File: src/rtl/spi_fifo_tx_pkg.sv
// Shared definitions for the FIFO-to-SPI transmit path.
//   TRUE/FALSE : FIFO flag polarity (the FIFO drives its flags active-low)
//   state_t    : transmit FSM state encoding
//   cnt_width  : counter width helper that never returns zero
package spi_fifo_tx_pkg;

    localparam logic TRUE  = 1'b0;
    localparam logic FALSE = 1'b1;

    typedef enum logic [2:0] {
        IDLE   = 3'd0,
        POP_HI = 3'd1,
        POP_LO = 3'd2,
        LOAD   = 3'd3,
        SHIFT  = 3'd4
    } state_t;

    // Width of a counter that must hold values 0..n-1; at least one bit.
    function automatic int unsigned cnt_width(input int unsigned n);
        return (n > 1) ? $clog2(n) : 1;
    endfunction

endpackage

File: src/rtl/spi_fifo_tx_tick.sv
// spi_tick_gen: sclk half-period divider.
//   clk, rst     : clock, async active-high reset
//   run          : advance the divider (only while shifting)
//   load         : synchronous clear of divider and sclk, masks the ticks
//   sclk         : registered SPI clock, idles low
//   rise_tick_c  : sclk goes high at the coming clk edge
//   fall_tick_c  : sclk goes low at the coming clk edge
module spi_tick_gen
    import spi_fifo_tx_pkg::*;
#(
    parameter int unsigned CLK_DIV = 2
) (
    input  logic clk,
    input  logic rst,
    input  logic run,
    input  logic load,
    output logic sclk,
    output logic rise_tick_c,
    output logic fall_tick_c
);

    localparam int unsigned DIV_W = cnt_width(CLK_DIV);
    localparam logic [DIV_W-1:0] DIV_LAST = DIV_W'(CLK_DIV - 1);

    logic [DIV_W-1:0] div_cnt;
    logic             wrap_c;

    // The ticks announce the edge that the register below is about to make.
    assign wrap_c      = run && !load && (div_cnt == DIV_LAST);
    assign rise_tick_c = wrap_c && !sclk;
    assign fall_tick_c = wrap_c && sclk;

    // Divider and sclk phase.
    always_ff @(posedge clk or posedge rst) begin
        if (rst) begin
            div_cnt <= '0;
            sclk    <= 1'b0;
        end else if (load) begin
            div_cnt <= '0;
            sclk    <= 1'b0;
        end else if (run) begin
            if (div_cnt == DIV_LAST) begin
                div_cnt <= '0;
                sclk    <= ~sclk;
            end else begin
                div_cnt <= div_cnt + DIV_W'(1);
            end
        end
    end

endmodule

File: src/rtl/spi_fifo_tx.sv
// spi_fifo_tx: pops bytes from the edge-strobed FIFO and sends them as an
// SPI mode-0 master, MSB first, holding cs_n low across back-to-back bytes.
//   clk, rst : clock, async active-high reset
//   en       : permission to start a new byte (checked in IDLE / at byte end)
//   empty    : FIFO empty flag, active-low (1 = data available)
//   odat     : FIFO read data, valid the cycle after a pop
//   oen      : pop strobe; the FIFO pops on its 1->0 transition
//   sclk     : SPI clock, idles low
//   mosi     : SPI data, changes while sclk is low
//   cs_n     : SPI chip select, active low
//   busy     : high whenever the FSM is not IDLE
module spi_fifo_tx
    import spi_fifo_tx_pkg::*;
#(
    parameter int unsigned DW      = 8,
    parameter int unsigned CLK_DIV = 2
) (
    input  logic          clk,
    input  logic          rst,
    input  logic          en,
    input  logic          empty,
    input  logic [DW-1:0] odat,
    output logic          oen,
    output logic          sclk,
    output logic          mosi,
    output logic          cs_n,
    output logic          busy
);

    localparam int unsigned BIT_W = cnt_width(DW);
    localparam logic [BIT_W-1:0] BIT_LAST = BIT_W'(DW - 1);

    state_t           state, state_n;
    logic             oen_n, mosi_n, cs_n_n, busy_n;
    logic [DW-1:0]    shreg, shreg_n;
    logic [BIT_W-1:0] bit_cnt, bit_cnt_n;
    logic             last_bit, last_bit_n;
    logic             tick_run_c, tick_load_c;
    logic             rise_tick_c, fall_tick_c;
    logic             start_c;

    assign start_c = en && (empty == FALSE);

    spi_tick_gen #(
        .CLK_DIV (CLK_DIV)
    ) u_tick (
        .clk         (clk),
        .rst         (rst),
        .run         (tick_run_c),
        .load        (tick_load_c),
        .sclk        (sclk),
        .rise_tick_c (rise_tick_c),
        .fall_tick_c (fall_tick_c)
    );

    // Next-state and next-output decode.
    always_comb begin
        state_n     = state;
        oen_n       = 1'b0;
        mosi_n      = mosi;
        cs_n_n      = cs_n;
        shreg_n     = shreg;
        bit_cnt_n   = bit_cnt;
        last_bit_n  = last_bit;
        tick_run_c  = 1'b0;
        tick_load_c = 1'b0;

        case (state)
            IDLE: begin
                if (start_c) begin
                    state_n = POP_HI;
                    oen_n   = 1'b1;
                end
            end
            POP_HI: state_n = POP_LO;
            POP_LO: state_n = LOAD;
            LOAD: begin
                state_n     = SHIFT;
                shreg_n     = odat;
                cs_n_n      = 1'b0;
                mosi_n      = odat[DW-1];
                bit_cnt_n   = '0;
                last_bit_n  = 1'b0;
                tick_load_c = 1'b1;
            end
            SHIFT: begin
                tick_run_c = 1'b1;
                // Remember that the final bit has been clocked, so the
                // following fall closes the byte instead of shifting.
                if (rise_tick_c && (bit_cnt == BIT_LAST)) begin
                    last_bit_n = 1'b1;
                end
                if (fall_tick_c) begin
                    if (last_bit) begin
                        if (start_c) begin
                            state_n = POP_HI;
                            oen_n   = 1'b1;
                        end else begin
                            state_n = IDLE;
                            cs_n_n  = 1'b1;
                        end
                    end else begin
                        shreg_n   = {shreg[DW-2:0], 1'b0};
                        mosi_n    = shreg[DW-2];
                        bit_cnt_n = bit_cnt + BIT_W'(1);
                    end
                end
            end
            default: state_n = IDLE;
        endcase

        busy_n = (state_n != IDLE);
    end

    // State and output registers.
    always_ff @(posedge clk or posedge rst) begin
        if (rst) begin
            state    <= IDLE;
            oen      <= 1'b0;
            mosi     <= 1'b0;
            cs_n     <= 1'b1;
            busy     <= 1'b0;
            shreg    <= '0;
            bit_cnt  <= '0;
            last_bit <= 1'b0;
        end else begin
            state    <= state_n;
            oen      <= oen_n;
            mosi     <= mosi_n;
            cs_n     <= cs_n_n;
            busy     <= busy_n;
            shreg    <= shreg_n;
            bit_cnt  <= bit_cnt_n;
            last_bit <= last_bit_n;
        end
    end

endmodule

File: config.mk
export PLATFORM = sky130hd
export DESIGN_NAME = spi_fifo_tx
export DESIGN_NICKNAME = d
export VERILOG_FILES = /design/src/rtl/spi_fifo_tx_pkg.sv /design/src/rtl/spi_fifo_tx_tick.sv /design/src/rtl/spi_fifo_tx.sv
export SDC_FILE = /design/constraint.sdc
export NUM_CORES = 1
export LEC_CHECK = 0
export BUFFER_PORTS_ARGS = -buffer_cell sky130_fd_sc_hd__clkbuf_2
export CAP_MARGIN = 10
export CORE_MARGIN = 2
export CORE_UTILIZATION = 53
export CTS_CLUSTER_DIAMETER = 200
export DETAILED_ROUTE_END_ITERATION = 6
export MAX_ROUTING_LAYER = met4
export PLACE_DENSITY = 0.76
export SLEW_MARGIN = 5
export SYNTH_ARGS = -nofsm -noshare
export SYNTH_HDL_FRONTEND = slang
export SYNTH_HIERARCHICAL = 1
export SYNTH_SLANG_ARGS = --single-unit
File: constraint.sdc
create_clock -name clk -period 2.9 [get_ports clk]
set_input_delay 0 -clock clk [delete_from_list [all_inputs] [get_ports clk]]
set_output_delay 0 -clock clk [all_outputs]
set_load 0.02 [all_outputs]
# Word-level counts from Yosys, hierarchy flattened
# Index checks and enable logic that the tools add are counted.
# totals
register_bits,20
inputBits,12
word_cells,72
# classes
n_addsub,2
n_eq_ne,10
n_mux,32
n_bitwise,1
n_reduce_logical,17
# ops
cell,n
$mux W1,18
$mux W3,5
$pmux W3 S5,1
$mux W7,2
$pmux W7 S2,1
$ne A2 B2 Y1 const B,5
$pmux W1 S2,4
$eq A3 B2 Y1 const B,2
$eq A3 B3 Y1 const B,2
$logic_and A1 B1 Y1,6
$pmux W3 S2,1
$reduce_bool A2 Y1,3
$reduce_and A2 Y1,2
$reduce_and A4 Y1,1
$add A3 B1 Y3 const B,1
$eq A3 B1 Y1 const B,1
$logic_not A3 Y1,1
$reduce_and A3 Y1,1
$reduce_bool A3 Y1,1
$logic_not A1 Y1,2
$add A1 B1 Y1 const B,1
$not A1 Y1,1

# Longest topological paths before layout
# depth
ltp_word,9
ltp_mapped,8
ltp_nobuf,6

# Hierarchy
# The synthesis kept the hierarchy.
# by_module_without_submodules
mod,instances,cells_each,area_each_um2,seq_area_each_um2
spi_fifo_tx,1,71,832.0,451.7
spi_tick_gen,1,11,110.1,50.0

# Worst setup path before layout
# OpenSTA, ideal clock, no wires.
# synth_path
path_type,flip-flop to flip-flop
from,register state[1]
to,register mosi
setup_time_ns,0.123
t_arrival_ns,2.042
required_time_ns,2.777
path_slack_ns,0.735
path_stages_with_launch,9
n_path_buf,2
synth_period_minus_slack_ns,2.165
path_cell_list,dfrtp_1 > buf_2 > nand3b_1 > clkbuf_1 > inv_1 > nor3b_1 > nor2b_1 > nand2_2 > o221a_2
# synth_between
elab_chain_len,8
# synth_lines
element,line_no,text
start: declaration,spi_fifo_tx.sv:33,"state_t state, state_n;"
start signal: assignment,spi_fifo_tx.sv:127,state <= state_n;
$eq A3 B2 Y1,spi_fifo_tx.sv:68,case (state)
$mux W1,spi_fifo_tx.sv:68,
via tick_load_c,spi_fifo_tx.sv:38,"logic tick_run_c, tick_load_c;"
$logic_not A1 Y1,spi_fifo_tx_tick.sv:29,assign wrap_c = run && !load && (div_cnt == DIV_LAST);
$logic_and A1 B1 Y1 (2 in a row),spi_fifo_tx_tick.sv:29,
$logic_and A1 B1 Y1,spi_fifo_tx_tick.sv:31,assign fall_tick_c = wrap_c && sclk;
via fall_tick_c,spi_fifo_tx.sv:39,"logic rise_tick_c, fall_tick_c;"
$ne A2 B2 Y1 (no line),--,
$reduce_and A3 Y1 (no line),--,
end signal: assignment,spi_fifo_tx.sv:129,mosi <= mosi_n;
end: declaration,spi_fifo_tx.sv:25,"output logic mosi,"
# The timed path passes the listed nets, and every way through them passes these cells.
# A chain may end at the register's enable or synchronous reset.

# Final worst setup path
# layout_path
from,register state[1]
to,register shreg[6]
# layout_between
elab_chain_len,8
# layout_lines
element,line_no,text
$eq A3 B2 Y1,spi_fifo_tx.sv:68,
$mux W1,spi_fifo_tx.sv:68,
via tick_load_c,spi_fifo_tx.sv:38,
$logic_not A1 Y1,spi_fifo_tx_tick.sv:29,
$logic_and A1 B1 Y1 (2 in a row),spi_fifo_tx_tick.sv:29,
$logic_and A1 B1 Y1,spi_fifo_tx_tick.sv:31,
via fall_tick_c,spi_fifo_tx.sv:39,
$ne A2 B2 Y1 (no line),--,
$reduce_and A3 Y1 (no line),--,
end signal: assignment,spi_fifo_tx.sv:132,shreg <= shreg_n;
end: declaration,spi_fifo_tx.sv:35,"logic [DW-1:0] shreg, shreg_n;"
# The timed path passes the listed nets, and every way through them passes these cells.

==> flow_summary.yaml <==
cts:
  cts-root-buf: "clkbuf_4"
  post_cts_buffers: 0
  cts_tree: "done"
  path_clk_slew_ps: 110
  clockBufferDepth: 2
  insertion_delay_ps: 300
  cts_buffers: 3
  clock_sinks: 20
  h-tree-depth: 1
sta:
  finalClockSkew_ps: 2.21
  finalSetupViolCount: 0
  final.period_utilization: 0.766
  hold_viol_final: 0
  slew_headroom: 0.562
  rsz0062_at_grt: "no"
  fmax_mhz: 450
  slew_violations: 0
  fin_setup_tns_ps: 0
  layout_min_cycle_time_ps: 2220
  tightest_slew_ps: 656
die:
  die_w_um: 46.2
  io_pins: 17
  dieArea_mm2: 0.00213
  num_rows: 15
  die_h_um: 46.2
  start_util: 0.552
  fp.coreArea_mm2: 0.00171
routing:
  wl_met2_um: 852
  routed_via_density: 5.35
  ant_nets: 0
  met1Wirelength_um: 783
  routed-wl-met3_um: 44
  wl_per_cell_um: 13.3
  firstDrtPassIters: 4
  routed.top_layer: "met4"
  drc: 0
  dr.first_iter.drc_count: 15
  drt_wl_total_mm: 1.72
  vias: 690
grt:
  grt-ovfl-total: 0
  grtUsageTotal: 0.204
  grt_max_degree: 19
  grt_pass1_vias: 646
  antenna_found_initial: 0
  grt_pass1_wl_mm: 2.93
power_and_ir_drop:
  peakVddDrop_v: 0.000481
  p_per_area_mw_per_mm2: 812
  p_total_mw: 0.910
  power_leakage_nw: 0.521
hold_path:
  whs_path_depth: 3
  hp-class: "input port to flip-flop"
  hold_end: "state[0]"
  hp-start: "en"
placement:
  io_buffers: 16
  place_hpwl_mm: 1.27
  gp_congestion: 0.798
  dp.cells: 122
  dpl_cell_area_mm2: 0.00105
worst_setup_path:
  path_max_fanout: 13
  crit_path_end_kind: "flip-flop"
  startpoint_type: "flip-flop"
  critPathKind: "flip-flop to flip-flop"
  critPathRequiredTime_ps: 3090
  r2r_cells: 7
  r2r-start: "state[1]"
  cp.arrival_ps: 2420
  r2r_setup_slack_ps: 680
  crit-reg2reg-capture: "shreg[6]"
logic_synthesis:
  seq_area_frac_synth: 0.533
  synthTopCellsByArea: "dfrtp_1, o221a_2, or2_2"
  synthCells: 82
  synth.distinct_cells: 30
  synth-warning-count: 6
  synth_seq_cells: 20
  yosysTopAreaCell: "dfrtp_1"
  netlist_area_um2: 942
  synth_nets: 96
  yosys.area.top_type_share: 0.505
  synth.avg_cell_area_um2: 11.5
final_layout:
  syn2layout_area_growth_pct: 19.0
  final_core_util: 0.656
  final_area_mm2: 0.00112
  nNetsFinal: 119
  drive_above_1_share: 0.404
  stdcell_count: 129
  diodes: 0
  fillCellCount: 131
outcome:
  status: "complete, no violations"
job:
  drv_cap: 0
==> placed cells by master, fill, tap and decap left out, types with 3 or more instances in the layout <==
cell type       n
clkbuf_2       16
clkbuf_4        3
dfrtp_1        19
dlygate4sd3_1   3
inv_1           3
nand2_1         8
nor2_1          5
o221a_2         7
or2_2           7
==> sequential cells by signal (all words and copies together) (netlist names) <==
register and count:
busy 1, u_tick/div_cnt 1, cs_n 1, bit_cnt 3, mosi 1, state 3, u_tick/sclk 1, oen 1
last_bit 1, shreg 7
==> stage by stage <==
| stage | setup WS (ps) | hold slack [ps] |
|---|---|---|
| after floorplan | 735 | -259 |
| after global routing | 446 | 9.01 |
| final | 677 | 9.70 |
| after CTS | 697 | 1.58 |
| after global placement | 771 | -156 |
| after detailed placement | 711 | -153 |
==> cells by family after synthesis <==
group                      synth area share
AOI/OAI and AO/OA                     0.170
xor gates and xnor gates             0.0186
adders and majority gates            0.0266
buffers and inverters                0.0266
DFF                                   0.533
muxes                                0.0372
and+or+nand+nor                       0.189
==> worst max path at each step <==
| stage | endpoint | slack, ps | start |
|---|---|---|---|
| after detailed placement | shreg[5] | 710 | state[1] |
| after floorplan | mosi | 740 | state[1] |
| after CTS | shreg[6] | 700 | state[1] |
| final | shreg[6] | 680 | state[1] |
| after global placement | shreg[3] | 770 | state[1] |
| after global routing | shreg[6] | 450 | state[2] |
==> critical path, cell delays in order, from the launching register on <==
cell and delay, ps:
dfrtp_1 510, nand3b_1 130, buf_4 170, inv_1 120, nor3b_1 320, nor2b_1 380
nand2_2 180, o221a_2 300
==> synth_stat cells <==
master and count:
dfrtp_1 19, nand2_1 8, o221a_2 7, or2_2 7
nor2_1 5, inv_1 3, buf_2 2, ha_1 2
mux2i_1 2, nand2_2 2, nand3_1 2, nor2b_1 2
nor3_1 2, o21ai_0 2, xnor2_1 2, a2111oi_0 1
a21boi_0 1, a21oi_1 1, a32o_1 1, a41oi_1 1
and2_1 1, clkbuf_1 1, dfstp_2 1, mux2_4 1
nand3b_1 1, nor3b_1 1, nor3b_4 1, o21a_1 1
o2bb2ai_1 1, o2bb2ai_2 1
==> per-layer routing <==
metal / vias up / global-route usage
met5: - / -
met4: 0 / 0.120
met3: 4 / 0.0353
met2: 11 / 0.319
met1: 336 / 0.244
li1: 339 / -
==> layout make-up <==
type                            count  area (um^2)  share of cell area
Clock buffer                        4         36.3              0.0324
Inverter                            3         11.3              0.0100
Multi-Input combinational cell     56          415               0.371
Sequential cell                    20          502               0.448
Tap cell                           25         31.3              0.0279
Timing Repair Buffer               21          125               0.112
==> repair_timing <==
action                                 in CTS  in global routing
hold buffers                                3                  0
gates resized for setup                     0                  0
endpoints found under the hold margin      21                  0
==> report_power, final <==
group	switching, mW	total [mW]	leakage [nW]	internal [mW]
Combinational	0.135	0.292	0.255	0.158
Sequential	0.0868	0.457	0.245	0.370
Clock	0.0843	0.161	0.0210	0.0765
(Power assumes the default switching activity.)
